**src/rtl/sseg_scan_controller.sv**
```systemverilog
// sseg_scan_controller: multiplexes one seven-segment decoder across NUM_DIGITS anodes with per-slot blanking
// and frame-boundary double buffering of the displayed value.
module sseg_scan_controller #(
  parameter int NUM_DIGITS   = 4,
  parameter int DIGIT_CYCLES = 100000,
  parameter int BLANK_CYCLES = 1000,
  localparam int IW = NUM_DIGITS > 1 ? $clog2(NUM_DIGITS) : 1,
  localparam int CW = $clog2(DIGIT_CYCLES)
) (
  input  logic                    clk,
  input  logic                    reset,
  input  logic                    load,
  input  logic [4*NUM_DIGITS-1:0] digits,
  input  logic [NUM_DIGITS-1:0]   dp_mask,
  input  logic [NUM_DIGITS-1:0]   digit_en,
  output logic [3:0]              Num,
  output logic [NUM_DIGITS-1:0]   Anode,
  output logic                    DP_n,
  output logic [IW-1:0]           digit_idx,
  output logic                    frame_done
);
  logic [CW-1:0] cnt_q, cnt_d;
  logic [IW-1:0] idx_q, idx_d;
  logic [4*NUM_DIGITS-1:0] pend_dig_q, pend_dig_d, sh_dig_q, sh_dig_d;
  logic [NUM_DIGITS-1:0] pend_dp_q, pend_dp_d, pend_en_q, pend_en_d;
  logic [NUM_DIGITS-1:0] sh_dp_q, sh_dp_d, sh_en_q, sh_en_d;
  logic pend_valid_q, pend_valid_d;
  logic last_cnt, last_idx, fd, blank;
  always_comb begin
    last_cnt = cnt_q == CW'(DIGIT_CYCLES - 1);
    last_idx = idx_q == IW'(NUM_DIGITS - 1);
    fd = last_cnt & last_idx;
    cnt_d = last_cnt ? '0 : cnt_q + CW'(1);
    idx_d = !last_cnt ? idx_q : last_idx ? '0 : idx_q + IW'(1);
    pend_dig_d = load ? digits : pend_dig_q;
    pend_dp_d = load ? dp_mask : pend_dp_q;
    pend_en_d = load ? digit_en : pend_en_q;
    pend_valid_d = fd ? 1'b0 : (load | pend_valid_q);
    // a load landing on the frame boundary bypasses the pending buffer
    sh_dig_d = (fd & load) ? digits : (fd & pend_valid_q) ? pend_dig_q : sh_dig_q;
    sh_dp_d = (fd & load) ? dp_mask : (fd & pend_valid_q) ? pend_dp_q : sh_dp_q;
    sh_en_d = (fd & load) ? digit_en : (fd & pend_valid_q) ? pend_en_q : sh_en_q;
  end
  always_ff @(posedge clk) begin
    if (reset) begin
      cnt_q <= '0;
      idx_q <= '0;
      pend_dig_q <= '0;
      pend_dp_q <= '0;
      pend_en_q <= '0;
      pend_valid_q <= 1'b0;
      sh_dig_q <= '0;
      sh_dp_q <= '0;
      sh_en_q <= '0;
    end else begin
      cnt_q <= cnt_d;
      idx_q <= idx_d;
      pend_dig_q <= pend_dig_d;
      pend_dp_q <= pend_dp_d;
      pend_en_q <= pend_en_d;
      pend_valid_q <= pend_valid_d;
      sh_dig_q <= sh_dig_d;
      sh_dp_q <= sh_dp_d;
      sh_en_q <= sh_en_d;
    end
  end
  // Num is held through the blank phase so the decoder has settled before the anode turns on
  always_comb begin
    blank = cnt_q < CW'(BLANK_CYCLES);
    Num = sh_dig_q[4*idx_q +: 4];
    Anode = '1;
    if (!blank) Anode[idx_q] = ~sh_en_q[idx_q];
    DP_n = blank ? 1'b1 : ~(sh_dp_q[idx_q] & sh_en_q[idx_q]);
    digit_idx = idx_q;
    frame_done = fd;
  end
endmodule

```
**config.mk**
```make
export PLATFORM = sky130hd
export DESIGN_NAME = sseg_scan_controller
export DESIGN_NICKNAME = d
export VERILOG_FILES = /design/src/rtl/sseg_scan_controller.sv
export SDC_FILE = /design/constraint.sdc
export NUM_CORES = 1
export LEC_CHECK = 0
export ABC_CLOCK_PERIOD_IN_PS = 2100
export CAP_MARGIN = 20
export CORE_ASPECT_RATIO = 1.1
export CORE_UTILIZATION = 50
export CTS_CLUSTER_DIAMETER = 200
export CTS_CLUSTER_SIZE = 30
export DETAILED_ROUTE_END_ITERATION = 10
export GPL_TIMING_DRIVEN = 0
export HOLD_SLACK_MARGIN = 0.02
export PLACE_DENSITY = 0.77
export SYNTH_ARGS = -nofsm -noshare
export SYNTH_HDL_FRONTEND = slang
export SYNTH_SLANG_ARGS = --single-unit
```
**constraint.sdc**
```tcl
create_clock -name clk -period 2.1 [get_ports clk]
set_input_delay 0.21 -clock clk [delete_from_list [all_inputs] [get_ports clk]]
set_output_delay 0.21 -clock clk [all_outputs]
set_load 0.005 [all_outputs]
```
## After elaboration in Yosys (flattened, before gate mapping)

Cells that the tools add are included.
W data, S select, Z words.

- Input port bits: 27
- Memory bits (read-only): 0
- Memories kept: 0
- Latch bits: 0
- Flip-flop bits (word level): 68
- Memory bits (writable): 0

- Multipliers: 0
- Multiplexer cells: 15
- Shifts and indexed selects: 1
- Add/subtract/negate cells: 2
- Equality and inequality tests: 2
- Div/mod/pow operators: 0
- Order comparisons: 3
- Bitwise gates (word level): 9
- Reductions and logical operators: 4

Operators with widths:

| kind | number |
|---|---|
| $mux W16 | 2 |
| $mux W4 | 5 |
| $add A17 B1 Y17 const B | 1 |
| $eq A17 B17 Y1 const B | 1 |
| $lt A17 B10 Y1 const B | 1 |
| $shiftx A16 B5 Y4 | 1 |
| $and A1 B1 Y1 | 4 |
| $bmux W1 S2 | 2 |
| $mux W1 | 4 |
| $not A4 Y4 | 1 |
| $or A4 B4 Y4 | 1 |
| $reduce_or A2 Y1 | 2 |
| $lt A2 B3 Y1 const B | 1 |
| $add A2 B1 Y2 const B | 1 |
| $demux W1 S2 | 1 |
| $eq A2 B2 Y1 const B | 1 |
| $ge A2 B1 Y1 const B | 1 |
| $mux W2 | 1 |
| $not A1 Y1 | 2 |
| $reduce_bool A2 Y1 | 1 |
| $logic_and A1 B1 Y1 | 1 |
| $or A1 B1 Y1 | 1 |

## Depth between registers and ports, before layout

- Depth in word-level cells: 7
- Depth in mapped cells: 7

## Worst setup path before layout

No wires, ideal clock.

- Path kind: register to register
- Start: register cnt_q[0]
- End: register sh_dig_q[4]
- Path slack: 0.299 ns
- Data required time: 2.041 ns
- Clock period less this slack: 1.801 ns
- Arrival time: 1.742 ns
- Path buffers: 1
- Cell stages (with the launch flop): 7
- Cells stage by stage: dfxtp_1 ha_1 nand4_2 or3_4 nor3_4 buf_6 a22o_1

- Word-level cells in the longest chain between the ends: 4
- Elaborated cells between the ends (all ways): 6
- Classes of those cells: eq/ne: 1; mux: 1; bitwise: 3; reduce/logical: 1

RTL lines:

| element | line | source |
|---|---|---|
| start, declared | 22 | `logic [CW-1:0] cnt_q, cnt_d;` |
| start signal, assigned | 56 | `cnt_q <= cnt_d;` |
| $eq A17 B17 Y1 (*) | 30 | `last_cnt = cnt_q == CW'(DIGIT_CYCLES - 1);` |
| $and A1 B1 Y1 (*) | 32 | `fd = last_cnt & last_idx;` |
| $and A1 B1 Y1 | 40 | `sh_dig_d = (fd & load) ? digits : (fd & pend_valid_q) ? pend_dig_q : sh_dig_q;` |
| $mux W16 or $reduce_bool A2 Y1 (tied branches) | n/a |  |
| end signal, assigned | 62 | `sh_dig_q <= sh_dig_d;` |
| end, declared | 24 | `logic [4*NUM_DIGITS-1:0] pend_dig_q, pend_dig_d, sh_dig_q, sh_dig_d;` |

Every way passes the cells marked *; elsewhere a longest branch is shown, timed or not.
A chain may end at the register's enable or synchronous reset.

## Final worst setup path

- Start: register cnt_q[6]
- End: output frame_done

- Word-level cells in the longest chain between the ends: 2

RTL lines:

| element | line | source |
|---|---|---|
| $eq A17 B17 Y1 | 30 |  |
| $and A1 B1 Y1 | 32 |  |
| end, declared | 20 | `output logic frame_done` |

Every way passes these cells.

==> results.md <==
- Total power: 2.61 mW
- Mapped Nets: 318
- Vias per cell: 5.46
- TritonRoute pass-1 iters: 4
- Tcrit/Tclk final: 0.952
- Share of cells above drive strength 1: 0.189
- Kind of cell adding the most delay to the critical path: simple AND/OR/NAND/NOR gates
- Post-synth EDFFs: 0
- Max incr delay on CP: 0.43 ns
- Final setup fails: 0
- Setup ws final: 0.100 ns
- Mapped Cells: 286
- Fmax: 500 MHz
- Worst-Skew Late Latency: 0.34 ns
- Crit end category: output port
- Clock slew at reported path FFs: 0.08 ns
- Syn avg cell area: 10.5 um^2
- Unrepaired setup endpoints after global routing: false
- Crit path depth: 4
- Hold depth: 3
- Starting density of the core: 0.518
- Post-DRT Antenna Nets: 0
- Synth top area cells: dfxtp_1 (46%), a22o_1 (11%), mux2i_1 (8.4%)
- Port Buf Inserts: 36
- Synth top cells by count: dfxtp_1 (68), nor2_1 (45), a22o_1 (36)
- Vias in the first global route: 2,200
- Register area share after synthesis: 0.455
- Main flop type after synthesis: dfxtp_1
- Synth async-reset ratio: 0
- Slew headroom: 0.514
- GPL Wtd Cong: 0.774
- Final Critical Period: 2.00 ns
- Count leader, synth: dfxtp_1
- Setup TNS: 0 ns
- Worst Path Max Fanout: 6
- Die area: 6290 um^2
- Area delta synth->final: 26.3%
- Largest net degree at the start of global routing: 14
- Filler Cell Count: 466
- Arr. time, crit path: 1.79 ns
- Hold buffer count at cts: 0
- Initial antenna violation count: 0
- Setup CP Type: flip-flop to output port
- Synth cell types: 38
- Final hold vios: 0
- DP Area: 3450 um^2
- Cells on worst reg2reg path: 7
- Slowest-stage cell, CP: or3_4
- Starting DRT DRC Count: 111
- N_diodes: 0
- Total gr overflow: 0
- Area leader, netlist: dfxtp_1
- Max-slew violation count: 0
- Die W: 75.7 um
- Die H: 83.1 um
- Max rail drop VDD: 0.000427 V
- P_leak: 1.47 nW
- Slew @ Worst Pin: 0.729 ns
- Clock Tree Buf Depth: 2
- Rows: 29
- Nets: 377
- Yosys top cell area share: 0.455
- Startpoint types: flip-flop
- Pre-CTS setup slack: -0.436 ns
- Fin area: 3780 um^2
- CORE AREA: 5770 um^2
- Wirelength per Cell: 14.8 um
- Residual DRC: 0
- CTS HTree Levels: 3
- DR vias: 2,332
- YS warnings: 0
- TritonCTS clock tree: done
- Status: completed
- CP cell instances: nand4bb_4, or3_4, nor2_4, dlygate4sd2_1
- WL final: 6330 um
- Clock root buffer: clkbuf_8
- GRT Overall Usage: 0.223
- Pwr dens: 690 nW/um^2
- Bufs and invs on worst path: 1
- Max-Cap Viols: 0
- Worst path required time: 1.89 ns
- Post-Syn Area: 2990 um^2
- Post-synthesis register bit count: 68
- CTS buffer count: 9
- CTS sink cnt: 68
- First-pass GRT wire length: 10,400 um
- Final hold slack: 0.401 ns
- Io pins: 39
- Clk_skew: 0.0125 ns
- Hold Path Class: primary input to flip-flop
- Detailed Place HPWL: 4210 um
[cell families (layout without fill, tap and decap cells)]
| group | after synthesis | in the layout | synth area share |
|---|---|---|---|
| multiplexers | 37 | 37 | 0.151 |
| buffers and inverters | 24 | 88 | 0.0377 |
| XOR/XNOR | 15 | 15 | 0.0439 |
| flip-flops | 68 | 68 | 0.455 |
| adder cells (fa/ha/maj) | 5 | 5 | 0.0209 |
| AO/OA/AOI/OAI | 41 | 41 | 0.118 |
| AND/OR/NAND/NOR | 96 | 96 | 0.172 |
[worst register-to-register path, cell delays in order, from the launching register on]
cell and delay (ns):
dfxtp_1 0.31, clkbuf_2 0.18, nand4b_1 0.16, buf_4 0.18, nor3_1 0.18, a41oi_2 0.33, buf_2 0.30, a22o_1 0.24
[state kept, by name, summed over array words and instances (netlist names)]
| name | cells |
|---|---|
| sh_dig_q | 16 |
| pend_en_q | 4 |
| pend_valid_q | 1 |
| sh_dp_q | 4 |
| cnt_q | 17 |
| pend_dp_q | 4 |
| pend_dig_q | 16 |
| sh_en_q | 4 |
| digit_idx | 2 |
[path summary, 6_finish.rpt]
check,start,endpoint,slack (ns)
worst min register to register,cnt_q[0]$_SDFF_PP0_,cnt_q[0]$_SDFF_PP0_,0.45
worst max-delay path,cnt_q[6]$_SDFF_PP0_,frame_done,0.10
worst max register to register,cnt_q[10]$_SDFF_PP0_,sh_dig_q[9]$_SDFFE_PP0P_,0.11
worst min-delay path,load,pend_en_q[1]$_SDFFE_PP0P_,0.40
[report_power, final]
part           switching (mW)  internal (mW)
sequential             0.0194           1.32
clock                   0.521          0.551
combinational          0.0896          0.101
[final cells by class]
| type | instances | area [um^2] | share of cell area |
|---|---|---|---|
| clock inverter | 7 | 75.1 | 0.0199 |
| tap | 77 | 96.3 | 0.0255 |
| buffer | 18 | 104 | 0.0275 |
| inverter | 6 | 22.5 | 0.00596 |
| clock buffer | 9 | 124 | 0.0328 |
| timing repair buffer | 48 | 434 | 0.115 |
| multi-input combinational | 194 | 1560 | 0.412 |
| sequential | 68 | 1370 | 0.361 |
[through the flow]
stage / utilization / instances
after floorplan: - / 286
after global placement: 0.597 / 399
after detailed placement: 0.597 / 399
after CTS: 0.651 / 422
after global routing: 0.655 / 427
final: 0.655 / 427
[timing repair]
item	CTS	global route
endpoints found under the setup margin	10	13
setup buffers	7	5
gates resized for setup	31	3
pin swaps	4	2
gates cloned	0	0
[layout by cell type (no fill, tap or decap), drive strengths merged, types with 3 or more instances in the layout]
cell type,instances
mux2,6
clkinvlp,3
mux2i,25
nor4,8
inv,7
nand4,5
a22o,36
nor2,45
nand3,5
dlygate4sd2,7
buf,21
dfxtp,68
mux4,6
nor3,8
nand2,9
xnor2,14
clkbuf,21
nor2b,7
ha,5
clkdlybuf4s50,26
[layer usage]
metal / track usage / vias to the layer above / wire length [um]
li1: - / 1151 / -
met1: 0.282 / 1120 / 2780
met2: 0.364 / 50 / 3190
met3: 0.0352 / 11 / 222
met4: 0.104 / 0 / 129
met5: 0 / - / 0
Note: power is estimated with default switching activity, not from simulation.
